## src/rtl/io_halt_seq.sv

```systemverilog
// io_halt_seq: stall/halt sequencer for the SIMPLE 16-bit pipeline.
// Freezes PC/IF/ID while an Input or Output instruction completes its
// external handshake, drains older instructions on Halt, and holds the
// core stopped after reset until a run request arrives.
module io_halt_seq #(
    parameter int unsigned DRAIN_CYCLES = 3
) (
    input  logic        clk,
    input  logic        rst,
    input  logic        run,
    input  logic        id_valid,
    input  logic        id_input,
    input  logic        id_output,
    input  logic        id_halt,
    input  logic [15:0] id_out_data,
    input  logic [15:0] ext_in_data,
    input  logic        ext_in_valid,
    output logic        ext_in_ready,
    output logic [15:0] ext_out_data,
    output logic        ext_out_valid,
    input  logic        ext_out_ready,
    output logic [15:0] in_data,
    output logic        stall,
    output logic        halted
);

    typedef enum logic [2:0] {
        ST_HALT     = 3'd0,
        ST_RUN      = 3'd1,
        ST_IN_WAIT  = 3'd2,
        ST_OUT_WAIT = 3'd3,
        ST_RELEASE  = 3'd4,
        ST_DRAIN    = 3'd5
    } state_t;

    // Counter reload: the last DRAIN cycle is the one that sees zero.
    localparam logic [3:0] DRAIN_LOAD = 4'(DRAIN_CYCLES - 1);

    state_t      state_r;
    state_t      state_s;
    logic [3:0]  drain_cnt_r;
    logic [3:0]  drain_cnt_s;
    logic [15:0] out_data_r;
    logic [15:0] in_data_r;
    logic        in_ready_r;
    logic        out_valid_r;
    logic        halted_r;

    logic        special_s;
    logic        stall_s;
    logic        out_load_s;
    logic        in_cap_s;

    // Next-state, drain counter and stall decode; halt outranks input outranks output.
    always_comb begin
        state_s     = state_r;
        drain_cnt_s = drain_cnt_r;
        stall_s     = 1'b1;
        special_s   = id_valid & (id_halt | id_input | id_output);
        out_load_s  = 1'b0;
        in_cap_s    = 1'b0;
        case (state_r)
            ST_HALT: begin
                if (run) begin
                    state_s = ST_RELEASE;
                end else begin
                    state_s = ST_HALT;
                end
            end
            ST_RUN: begin
                // Only state where the stall follows the decoder combinationally.
                stall_s = special_s;
                if (special_s) begin
                    if (id_halt) begin
                        state_s     = ST_DRAIN;
                        drain_cnt_s = DRAIN_LOAD;
                    end else if (id_input) begin
                        state_s = ST_IN_WAIT;
                    end else begin
                        state_s    = ST_OUT_WAIT;
                        out_load_s = 1'b1;
                    end
                end else begin
                    state_s = ST_RUN;
                end
            end
            ST_IN_WAIT: begin
                if (ext_in_valid) begin
                    state_s  = ST_RELEASE;
                    in_cap_s = 1'b1;
                end else begin
                    state_s = ST_IN_WAIT;
                end
            end
            ST_OUT_WAIT: begin
                if (ext_out_ready) begin
                    state_s = ST_RELEASE;
                end else begin
                    state_s = ST_OUT_WAIT;
                end
            end
            ST_RELEASE: begin
                // One unstalled cycle lets the held instruction leave ID;
                // its still-visible flags must not retrigger the sequencer.
                stall_s = 1'b0;
                state_s = ST_RUN;
            end
            ST_DRAIN: begin
                if (drain_cnt_r == 4'd0) begin
                    state_s = ST_HALT;
                end else begin
                    state_s     = ST_DRAIN;
                    drain_cnt_s = drain_cnt_r - 4'd1;
                end
            end
            default: begin
                state_s     = ST_HALT;
                drain_cnt_s = 4'd0;
            end
        endcase
    end

    // State, data and handshake registers; handshake/halted flags come from the next state so they are glitch-free.
    always_ff @(posedge clk) begin
        if (rst) begin
            state_r     <= ST_HALT;
            drain_cnt_r <= 4'd0;
            out_data_r  <= 16'h0000;
            in_data_r   <= 16'h0000;
            in_ready_r  <= 1'b0;
            out_valid_r <= 1'b0;
            halted_r    <= 1'b1;
        end else begin
            state_r     <= state_s;
            drain_cnt_r <= drain_cnt_s;
            if (out_load_s) begin
                out_data_r <= id_out_data;
            end
            if (in_cap_s) begin
                in_data_r <= ext_in_data;
            end
            in_ready_r  <= (state_s == ST_IN_WAIT);
            out_valid_r <= (state_s == ST_OUT_WAIT);
            halted_r    <= (state_s == ST_HALT);
        end
    end

    assign stall         = stall_s;
    assign halted        = halted_r;
    assign ext_in_ready  = in_ready_r;
    assign ext_out_valid = out_valid_r;
    assign ext_out_data  = out_data_r;
    assign in_data       = in_data_r;

endmodule

```

## config.mk

```make
export PLATFORM = sky130hd
export DESIGN_NAME = io_halt_seq
export DESIGN_NICKNAME = d
export VERILOG_FILES = /design/src/rtl/io_halt_seq.sv
export SDC_FILE = /design/constraint.sdc
export NUM_CORES = 1
export LEC_CHECK = 0
export ABC_CLOCK_PERIOD_IN_PS = 2300
export CAP_MARGIN = 20
export CORE_UTILIZATION = 42
export CTS_BUF_LIST = sky130_fd_sc_hd__clkbuf_8
export CTS_CLUSTER_SIZE = 8
export DETAILED_ROUTE_END_ITERATION = 10
export PLACE_DENSITY = 0.79
export SLEW_MARGIN = 20
export SYNTH_ARGS = -nofsm -noshare
export SYNTH_HDL_FRONTEND = slang
export SYNTH_SLANG_ARGS = --single-unit
export TNS_END_PERCENT = 50
```

## constraint.sdc

```tcl
create_clock -name clk -period 2.3 [get_ports clk]
set_input_delay 0.575 -clock clk [delete_from_list [all_inputs] [get_ports clk]]
set_output_delay 0.575 -clock clk [all_outputs]
set_load 0.05 [all_outputs]
```

=== Word level (Yosys, flattened, before mapping) ===
Index checks and enable logic that the tools add are counted.

* Register bits after elaboration: 42
* Bits of input ports: 41
* Output and inout bits: 36
* Logic and storage cells: 46

* $add $sub $neg: 1
* Equality and inequality tests: 10
* Multiplexer cells: 19
* Bitwise gates (word level): 4
* Reduce and logical (&&, ||, !) cells: 5

{| class="wikitable"
|+ Operator list
! cell !! count
|-
| 3-bit 2-to-1 mux || 6
|-
| 3-bit one-hot mux with 6 select lines || 1
|-
| 3-bit by 2-bit == test with 1-bit output (second input constant) || 4
|-
| 4-bit 2-to-1 mux || 3
|-
| 4-bit one-hot mux with 3 select lines || 1
|-
| 1-bit 2-to-1 mux || 7
|-
| 3-bit == test (second input constant) || 2
|-
| 3-bit logical NOT || 2
|-
| 2-bit != test (second input constant) || 3
|-
| 4-bit logical NOT || 1
|-
| 4-bit AND reduction || 1
|-
| 4-bit OR reduction || 1
|-
| 4-bit by 1-bit subtractor with 4-bit output (second input constant) || 1
|-
| 3-bit by 1-bit == test with 1-bit output (second input constant) || 1
|-
| 1-bit bitwise OR || 2
|-
| 1-bit one-hot mux with 2 select lines || 1
|-
| 1-bit bitwise AND || 1
|-
| 1-bit inverter || 1
|}

=== Logic depth before layout (Yosys ltp) ===
Gate-level depths: netlist (run 1).

* Depth after elaboration: 6
* Mapped depth: 7
* Mapped depth without buffers: 6

=== Worst setup path after synthesis (run 1) ===
Ideal clock, no wire load.

* Kind: input to output
* From: input port id_input
* To: output port stall
* Arrival: 1354 ps
* Required time: 1725 ps
* Path slack: 371 ps
* Stages: 4
* Buffers on the path: 0
* Cell sequence: o21ai_1 > nand3_1 > mux2i_1 > nand2_1

* Cells in the longest elaborated chain, start to end: 4

{| class="wikitable"
|+ RTL lines
! what !! line !! source
|-
| from (decl) || 12 || <nowiki>input logic id_input,</nowiki>
|-
| 1-bit bitwise OR (2 in a row) || 59 || <nowiki>special_s = id_valid & (id_halt | id_input | id_output);</nowiki>
|-
| 1-bit bitwise AND || 59 ||
|-
| 1-bit one-hot mux with 2 select lines || 62 || <nowiki>case (state_r)</nowiki>
|-
| to (decl) || 23 || <nowiki>output logic stall,</nowiki>
|}

Every way passes these cells.

=== Worst setup path after layout (run 1) ===
* From: input port id_valid
* To: output port stall

* Cells in the longest elaborated chain, start to end: 2

{| class="wikitable"
|+ RTL lines
! what !! line !! source
|-
| from (decl) || 11 || <nowiki>input logic id_valid,</nowiki>
|-
| 1-bit bitwise AND || 59 ||
|-
| 1-bit one-hot mux with 2 select lines || 62 ||
|}

Every way passes these cells.

==> results of run 1 <==
[worst register-to-register path: cells and delay by family, from the launching register on]
kind / cells / cell delay [ns]
AND/OR/NAND/NOR: 3 / 0.90
flip-flops: 1 / 0.41
AO/OA/AOI/OAI: 1 / 0.33
buffers and inverters: 1 / 0.07
[logic make-up after synthesis]
group / after synthesis
AND/OR/NAND/NOR: 77
buffers and inverters: 19
multiplexers: 19
flip-flops: 42
adder cells (fa/ha/maj): 2
AO/OA/AOI/OAI: 34
[layout by cell type (no fill, tap or decap), types with 2 or more instances in the layout]
cell             netlist  routed
clkdlybuf4s50_1        0      74
nor2b_1                2       2
nand3_1                2       2
o21ai_0                3       3
nor4bb_1               2       2
clkbuf_8               0       6
dfxtp_1               42      42
inv_1                  8       8
a21oi_1               20      20
ha_1                   2       2
buf_4                  0       9
nand2_1               38      38
or3_1                  2       2
mux2i_1               19      19
nor2_1                22      22
[flip-flops by register name (all words and copies together) (netlist names)]
signal	flops
halted	1
ext_out_data	16
ext_in_ready	1
drain_cnt_r	4
in_data	16
state_r	3
ext_out_valid	1
[final timing paths]
| kind | startpoint | to | slack (ns) | cells past startpoint |
|---|---|---|---|---|
| worst max-delay path | id_valid | stall | 0.11 | 6 |
| worst min register to register | in_data[8] | in_data[8] | 0.45 | 2 |
| worst max register to register | state_r[1] | ext_in_ready | 0.54 | 5 |
| worst min-delay path | in_data[8] | in_data[8] | 0.45 | 2 |
[power breakdown]
| part | switching, mW | internal [mW] |
|---|---|---|
| clock network | 0.229 | 0.347 |
| registers | 0.00743 | 0.743 |
| logic | 0.139 | 0.139 |
| total | 0.376 | 1.23 |
[cell type report]
| type | count | share of cell area, % |
|---|---|---|
| clock buffers | 6 | 3.08 |
| clock inverters | 1 | 1.12 |
| inverters | 8 | 1.12 |
| multi-input cells | 132 | 29.3 |
| flip-flops and latches | 42 | 31.4 |
| well taps | 48 | 2.24 |
| repair buffers | 86 | 31.8 |
[per-stage QoR]
step | hold WS [ns] | area, um^2 | utilization (%) | instances
4_1_cts | 0.456 | 2660 | 70.1 | 322
3_5_place_dp | 0.445 | 2550 | 67.1 | 315
5_1_grt | 0.483 | 2680 | 70.6 | 323
6_report | 0.452 | 2680 | 70.6 | 323
2_1_floorplan | 0.477 | 1720 | - | 193
3_3_place_gp | 0.441 | 2550 | 67.1 | 315
[layer usage]
metal / share of wire (%) / track usage, %
met2: 46 / 33.0
met5: 0 / 0
met3: 11 / 8.62
met1: 41 / 23.1
met4: 1.6 / 8.97
[timing repair]
| item | in CTS | in global routing |
|---|---|---|
| endpoints found under the setup margin | 0 | 1 |
| resized for setup | 0 | 3 |
| buffers inserted | 0 | 1 |
| hold buffers | 0 | 0 |
==> metrics list, run 1 <==
- Result of the run: finished clean
* Area of all sequential standard cells: 841 um^2
- The floorplan step defined a die boundary enclosing 4340 um^2.
* Adder and majority gate portion of the synthesized area: 1.46%
- The multi-input combinational cells in the finished layout cover a total of 785 um^2.
- Cell mode on critical path: nand2_1
* Number of placement rows: 22
- Final Slew Violations: 0
- Final layout net count: 318
- Post-synthesis simple-gate area fraction: 20.9%
* Area fraction of the dominant cell type after synthesis: 49.0%
- The worst-case IR drop observed on VDD is 0.367 mV.
* Total nets after synthesis: 236
- Highest Clock Rate: 458 MHz
* Violation count after the first detailed-routing iteration: 135
- Power density normalized to cell area: 599 nW/um^2
- RePlAce Congestion: 0.799
* Post-synthesis sequential element count: 42
- Post-synthesis compound-gate area fraction: 12.0%
- In the synthesized netlist, the cells that appear most often are dfxtp_1 (42), nand2_1 (38), nor2_1 (22).
- Sequential cells were found to cover 49.0% of the synthesized design area.
- The pre-antenna-repair detailed-routing pass consisted of 4 iterations.
- Avg Inst Size Synth: 8.89 um^2
- The final layout contains routed wiring with a total length of 4030 um.
- The cell count after synthesis came out at 193.
* DR DRC count: 0
- For the pin with the worst max-slew slack, the measured transition is 0.533 ns.
- TritonCTS clock tree: yes
- Worst hold-check path type: register to register
* Worst Setup Path Type: input pin to primary output
- OpenSTA, run right after detailed placement, puts the worst setup slack at 0.0378 ns.
- Required time of the worst setup path: 1.73 ns
- The routed layout has 1613 vias.
* Buffers on Ports: 76
- The largest total area in the synthesized netlist belongs to dfxtp_1.
- For this run, the total global-route usage over all layers was measured as 20.4%.
- Total half-perimeter wirelength after legalization and detailed placement: 2890 um
* Number of warnings printed during yosys synthesis: 0
* Residual overflow from global routing: 0
- Cells taking the most area after synthesis: dfxtp_1 (49%), mux2i_1 (11%), nand2_1 (8.3%), a21oi_1 (5.8%), nor2_1 (4.8%)
* Clock latency on the worst-skew pair: 0.28 ns
* Proportion of synthesized area in mux cells: 11.1%
* Final setup violation count: 0
- Filler cell count in the final layout: 318
- TNS Setup: 0 ns
* Maximum number of pins on one net before global-route repair: 39
- Max FO, Critical Path: 4
- The kind of cell with the highest combined delay along the critical path is buffers and inverters.
* Fraction of registers with async set/reset: 0%
* Number of flops mapped to enable cells by yosys: 0
* Cell-by-cell listing of the critical path: clkdlybuf4s50_1 -> nand2_1 -> nand3_1 -> mux2i_1 -> nand2_1 -> buf_6
- The initial utilization of the core area, before any placement, comes to 45.2%.
- Layout cells sized above 1: 8.36%
- Final antenna diode count: 0
- Subtracting the final worst setup slack from the clock period gives 2.19 ns.
- Worst slew margin: 64.4%
* Worst path setup slack after routing: 0.115 ns
- The clock arrives with 0.00438 ns of skew.
* Leakage power of the design: 0.960 nW
- The first global-routing pass estimated 6590 um of wire.
- Core region area: 3800 um^2
- Among all cell types in the netlist, the one instantiated most often is dfxtp_1.
- Average wire per standard cell: 12.5 um
- Number of max-cap violations: 0
- Depth of the CTS H-tree: 2
- Syn-to-layout area delta: 56.2%
- Critical Path AT: 1.61 ns
* Final critical-path share of the clock period: 95.0%
- Clock-pin slew on the worst setup and hold paths: 0.07 ns
* Y dimension of the die: 65.9 um
- Crit end category: primary output
- 77 I/O pins were placed.
* Maximum single-stage delay on the critical path: 0.48 ns
- Residual antenna-violating net count after detailed routing: 0
- Via density per instance: 4.99
- Among all flip-flop cells after synthesis, the most frequent one is dfxtp_1.
- Cell Area, Synth: 1720 um^2
- Synthesis instantiated 35 different standard cells from the library.
* Count of final hold-check violations: 0
- No sink is reached through more buffers than the 2 on the longest clock path.
- Number of buffers added by the clock tree synthesis step: 5
- Via count of the first global-routing pass: 1516
- The worst setup path is launched from an input pin.
* Standard cell with the maximum stage delay on the critical path: clkdlybuf4s50_1
* CTS sink count: 42
* Number of antenna violations at the first check in global routing: 0
- By area, the combinational part of the netlist is dominated by simple AND/OR/NAND/NOR gates.
* Die span in x: 65.9 um
* Power after layout: 1.60 mW
* Critical path buffer and inverter count: 2
- CTS Root Cell: clkbuf_8
* Xor-xnor portion of the synthesized cell area: 0%
Note: power is estimated with default switching activity, not from simulation.
==> run 2: changes to the inputs <==
--- a/config.mk
+++ b/config.mk
@@ -7,11 +7,11 @@
 export LEC_CHECK = 0
 export ABC_CLOCK_PERIOD_IN_PS = 2300
 export CAP_MARGIN = 20
-export CORE_UTILIZATION = 42
+export CORE_UTILIZATION = 43
 export CTS_BUF_LIST = sky130_fd_sc_hd__clkbuf_8
 export CTS_CLUSTER_SIZE = 8
 export DETAILED_ROUTE_END_ITERATION = 10
-export PLACE_DENSITY = 0.79
+export PLACE_DENSITY = 0.8
 export SLEW_MARGIN = 20
 export SYNTH_ARGS = -nofsm -noshare
 export SYNTH_HDL_FRONTEND = slang
==> metrics list, run 2 (same netlist as run 1, synthesis figures left out) <==
- The hold violation total from the final report came to 0.
- From synthesis to final layout, the design area changed by 55.9%.
- For this configuration, the core starts out at a cell density of 45.8%.
- Setup violations remaining at the end of the flow were counted as 0.
- Standard cell with the maximum stage delay on the critical path: clkdlybuf4s50_1
- R2r setup slk: 0.53 ns
- In the final routed layout, each cell accounts on average for 12.5 um.
- Final antenna diode count: 0
- Number of instances in the placed design: 318
- For hold timing, the worst endpoint is in_data[3].
- In this run the remaining antenna-violating nets after routing total 0.
- Leaving out fill and tap cells, the most frequent cell in the layout is clkdlybuf4s50_1.
* Highest Clock Rate: 449 MHz
- The HPWL after detailed placement is 2830 um.
* Via count of the first global-routing pass: 1538
* CTS sink count: 42
* Max FO, Critical Path: 2
- Max-cap violations in this run came to 0.
* Crit end category: primary output
- TritonCTS clock tree: yes
- Worst Setup Path Type: input pin to primary output
* DIE AREA: 4250 um^2
- Worst Tran Pin Value: 0.523 ns
* DR DRC count: 0
* All-Layer GR Usage: 20.7%
- The analysis attributes to cell leakage a power of 0.955 nW.
- Core region area: 3740 um^2
* Critical Path AT: 1.65 ns
* Layout cells sized above 1: 8.99%
* Post-Route Skew: 0.00360 ns
- Number of placement rows: 22
- Die span in x: 65.2 um
* RePlAce Congestion: 0.833
* Required time of the worst setup path: 1.73 ns
* First-pass GRT wire length: 6680 um
* Origin of the critical flop-to-flop path: state_r[1]
- Final layout net count: 320
* Worst slew margin: 65.0%
- After detailed routing, the total wire length is 4070 um.
- Leading cell types in the layout, fill and taps excluded: clkdlybuf4s50_1 (75), dfxtp_1 (42), nand2_1 (38), nor2_1 (22), a21oi_1 (20)
- The path class of the tightest hold or removal check is register to register.
* Worst slack on hold paths: 0.454 ns
- STA classifies the critical path startpoint as an input pin.
- Port buffering added 76 buffers.
- Endpoint of the most critical register-to-register path: ext_in_ready
- Entering global routing, the biggest net connects 39 pins.
* Logic depth of the worst register-to-register path: 5
- After detailed routing, the number of vias per cell comes to 4.97.
* Detailed Routing Iterations Pass 1: 4
- After the first detailed-routing iteration, the DRC count stood at 84.
- After clock tree synthesis, the flow added hold-fix buffers numbering 0.
- VDD sags by at most 0.382 mV.
* Number of antenna violations at the first check in global routing: 0
- Cell-by-cell listing of the critical path: clkdlybuf4s50_1 -> o21ai_2 -> nand3_1 -> mux2i_1 -> nand2_1 -> buf_4
* Total via count in the routed design: 1621
- Residual overflow from global routing: 0
* Depth of the CTS H-tree: 2
- Clock-pin slew was measured on the worst setup and hold paths at 0.08 ns.
- At the later pin of the worst-skew pair, clock insertion delay measures 0.29 ns.
- Result of the run: finished clean
- Final critical-path share of the clock period: 96.9%
- Number of top-level design ports: 77
- Critical hold path startpoint: in_data[3]
- Final Slew Violations: 0
- Buffer levels on the longest clock path: 2
* Maximum single-stage delay on the critical path: 0.45 ns
- CTS Root Cell: clkbuf_8
- The count of cells in the finished layout, fillers not included, comes to 326.
- Adding up every negative setup slack in the final design gives 0 ns.
- Power density normalized to cell area: 598 nW/um^2
- The number of clock buffers added by TritonCTS is 5.
- Post-route minimum period: 2.23 ns
- Y dimension of the die: 65.2 um
* Worst hold path depth: 2
==> run 2: cell types whose count changed in the layout (fill, tap and decap cells not counted), sizes merged <==
cell           before  now
buf                11   13
clkbuf              6    5
clkdlybuf4s50      74   75
clkinvlp            0    1
dlymetal6s2s        1    0
inv                 8    9
==> run 2: worst max-delay path: cells and delay by family <==
kind | cells | cell delay (ns)
AO/OA/AOI/OAI | 1 | 0.18
buffers and inverters | 2 | 0.63
AND/OR/NAND/NOR | 2 | 0.15
multiplexers | 1 | 0.12
==> run 2: how the worst max path moves through the flow <==
stage | from | to | slack (ns) | depth (start not counted)
3_5_place_dp | id_valid | halted | 0.04 | 6
6_report | id_input | stall | 0.07 | 6
3_3_place_gp | id_valid | ext_out_data[7] | 0.07 | 7
4_1_cts | id_input | stall | 0.09 | 6
5_1_grt | id_input | stall | -0.02 | 6
2_1_floorplan | id_input | stall | 0.37 | 4
==> run 2: final cells by class <==
cell class / count / area [um^2]
Clock buffer: 5 / 68.8
Clock inverter: 3 / 41.3
Fill cell: 320 / 1070
Inverter: 8 / 30.0
Multi-Input combinational cell: 132 / 785
Sequential cell: 42 / 841
Tap cell: 48 / 60.1
Timing Repair Buffer: 88 / 848
==> run 2: per-layer routing <==
layer	GRT usage, %	vias up	wire [um]
met3	10.8	9	469
met4	10.1	0	97
met5	0	-	0
li1	-	820	-
met2	32.5	64	1830
met1	22.9	728	1660
==> run 2: through the flow <==
step           util [%]  setup slack, ns  cell area (um^2)  total power, mW
6_report           71.4           0.0709              2670             1.60
4_1_cts            71.3           0.0912              2670             1.62
3_3_place_gp       68.4           0.0690              2560             1.04
3_5_place_dp       68.4           0.0357              2560             1.04
2_1_floorplan         -            0.371              1720            0.916
5_1_grt            71.4          -0.0219              2670             1.67
==> run 2: repair_timing <==
item | 4_1_cts | 5_1_grt
gates resized for setup | 0 | 1
setup buffers | 0 | 0
setup endpoints to repair | 0 | 1
hold endpoints to repair | 0 | 0
==> run 2: where the power goes <==
part / leakage (nW) / switching [mW] / internal (mW)
registers: 0.339 / 0.00743 / 0.743
clock network: 0.0556 / 0.252 / 0.319
logic: 0.561 / 0.140 / 0.137
==> run 3: changes to the inputs <==
--- a/config.mk
+++ b/config.mk
@@ -7,11 +7,12 @@
 export LEC_CHECK = 0
 export ABC_CLOCK_PERIOD_IN_PS = 2300
 export CAP_MARGIN = 20
-export CORE_UTILIZATION = 43
+export CORE_UTILIZATION = 41
 export CTS_BUF_LIST = sky130_fd_sc_hd__clkbuf_8
 export CTS_CLUSTER_SIZE = 8
 export DETAILED_ROUTE_END_ITERATION = 10
-export PLACE_DENSITY = 0.8
+export MAX_ROUTING_LAYER = met4
+export PLACE_DENSITY = 0.77
 export SLEW_MARGIN = 20
 export SYNTH_ARGS = -nofsm -noshare
 export SYNTH_HDL_FRONTEND = slang
==> metrics list, run 3 (same netlist as run 1, synthesis figures left out) <==
- DR DRC count: 0
- At the pin with the least slew margin, the transition time is 0.518 ns.
- Post-Route Skew: 0.00212 ns
- Number of buffers added by the clock tree synthesis step: 5
* TritonCTS clock tree: yes
* All-Layer GR Usage: 19.8%
- Power density normalized to cell area: 594 nW/um^2
- Die span in x: 66.7 um
* Final antenna diode count: 0
- CTS Root Cell: clkbuf_8
- Residual antenna-violating net count after detailed routing: 0
- Post-CTS repair changed the size of 0 cells.
- STA puts the critical path data arrival time at 1.61 ns.
- The analysis attributes to cell leakage a power of 0.965 nW.
* Via density per instance: 4.99
* DIE AREA: 4450 um^2
* Global route hottest layer: met2
- Post-placement setup slack: 0.0248 ns
- Via count of the first global-routing pass: 1480
- 77 I/O pins were placed.
- For this design, the CTS-stage hold fixing added 0 buffers.
- Across all setup checks in the final design, the least slack found is 0.111 ns.
* Number of max-cap violations: 0
* Total via count in the routed design: 1633
- The hold violation total from the final report came to 0.
- Worst hold-check path type: register to register
* Final Slew Violations: 0
* Y dimension of the die: 66.7 um
- The later pin in the worst-skew pair is clocked with a latency of 0.29 ns.
- The flow ran to the end, and the final reports show no timing, DRC or antenna violations.
- Initial cell density of the core: 42.9%
- For this run, global-route usage on met3 was measured as 7.53%.
* Max FO, Critical Path: 2
- Input and output buffers added on the ports amount to 76.
- TNS Setup: 0 ns
- Maximum number of pins on one net before global-route repair: 39
* Residual overflow from global routing: 0
* Leading cell types in the layout, fill and taps excluded: clkdlybuf4s50_1 (74), dfxtp_1 (42), nand2_1 (38), nor2_1 (22), a21oi_1 (20)
- For this run, the top clock speed supported by timing is 457 MHz.
- Clock-pin slew was measured on the worst setup and hold paths at 0.08 ns.
* Depth of the CTS H-tree: 2
- Detailed Routing Iterations Pass 1: 4
- Setup violations remaining at the end of the flow were counted as 0.
- The initial antenna violation count came to 0.
- The library cell used most frequently in the layout, excluding fill and tap cells, is clkdlybuf4s50_1.
- In this run the tightest slew margin relative to its limit is 65.0%.
- Post-route minimum period: 2.19 ns
- The core region is 4000 um^2.
* Layout cells sized above 1: 9.03%
* Startpoint class of the critical path: input pin
- For this run, global-route usage on met2 was measured as 32.4%.
- At the end of the flow the core is filled with cells to 67.2%.
- Number of placement rows: 23
- Summed over all layers, the routed wires come to 4070 um.
- Compared with the post-synthesis result, the final layout area differs by 56.6%.
- Across the VDD grid, the largest voltage drop is 0.375 mV.
- Total half-perimeter wirelength after legalization and detailed placement: 2930 um
- Average wire per standard cell: 12.5 um
- In the final design database the tool counted 319 nets.
- Met1 routing resource usage after global routing: 22.1%
* Reported net switching power: 394 uW
* First-pass GRT wire length: 6400 um
- STA puts the critical path data required time at 1.73 ns.
* Final critical-path share of the clock period: 95.2%
* Buffers inserted by post-CTS timing repair: 0
- Buffer levels on the longest clock path: 2
- Sequential cell fraction of total power: 47.1%
- In this run, the combinational gates consume 17.5% of the power.
- Routability-driven placement finished with a final weighted congestion of 0.874.
- The critical path is of the input pin to primary output type.
* Fraction of power spent switching nets: 24.7%
- Internal power contribution: 1.20 mW
* CTS sink count: 42
- The first routing iteration left 66 violations.
* Unrepaired setup endpoints after global routing: false
* Clock network fraction of total power: 35.4%
* Crit end category: primary output
==> run 3: cell types whose count changed in the layout (fill, tap and decap cells not counted) <==
cell,previous run,this run
buf_4,13,10
clkinv_2,0,2
buf_12,0,1
buf_6,0,1
clkdlybuf4s50_1,75,74
clkinvlp_4,1,0
dlymetal6s2s_1,0,1
inv_1,9,8
==> run 3: worst paths after layout <==
kind              start      endpoint  slack, ns  cells past startpoint
max reg2reg  state_r[1]  ext_in_ready       0.53                      5
min reg2reg  in_data[9]    in_data[9]       0.46                      2
max            id_input         stall       0.11                      6
min          in_data[9]    in_data[9]       0.46                      2
==> run 3: layer usage <==
metal	part of all wire (%)	vias to the layer above	wire, um
li1	-	813	-
met1	43	749	1750
met2	47	64	1930
met3	8.5	7	348
met4	1.2	0	49
met5	0	-	0
==> run 3: power by group through the flow <==
stage                     combinational (mW)  sequential (mW)  clock, mW
after global placement                 0.273            0.768          0
after floorplan                        0.115            0.801          0
after global routing                   0.299            0.754      0.611
final                                  0.279            0.751      0.565
after detailed placement               0.274            0.768          0
after CTS                              0.275            0.751      0.584
==> run 3: layout make-up <==
cell class / instances / area [um^2]
Sequential cell: 42 / 841
Multi-Input combinational cell: 132 / 785
Tap cell: 50 / 62.6
Timing Repair Buffer: 87 / 860
Clock inverter: 3 / 40.0
Clock buffer: 5 / 68.8
Fill cell: 343 / 1310
Inverter: 8 / 30.0
==> run 3: worst max-delay path, cell delays in order <==
cell	delay (ns)
clkdlybuf4s50_1	0.43
o21ai_2	0.16
nand3_1	0.08
mux2i_1	0.13
nand2_1	0.08
buf_6	0.15
==> run 3: through the flow <==
stage	power (mW)	std cells	hold WS, ns	instance area [um^2]
6_report	1.60	327	0.455	2690
5_1_grt	1.66	327	0.474	2690
4_1_cts	1.61	327	0.457	2680
3_5_place_dp	1.04	319	0.446	2570
3_3_place_gp	1.04	319	0.441	2570
2_1_floorplan	0.916	193	0.477	1720
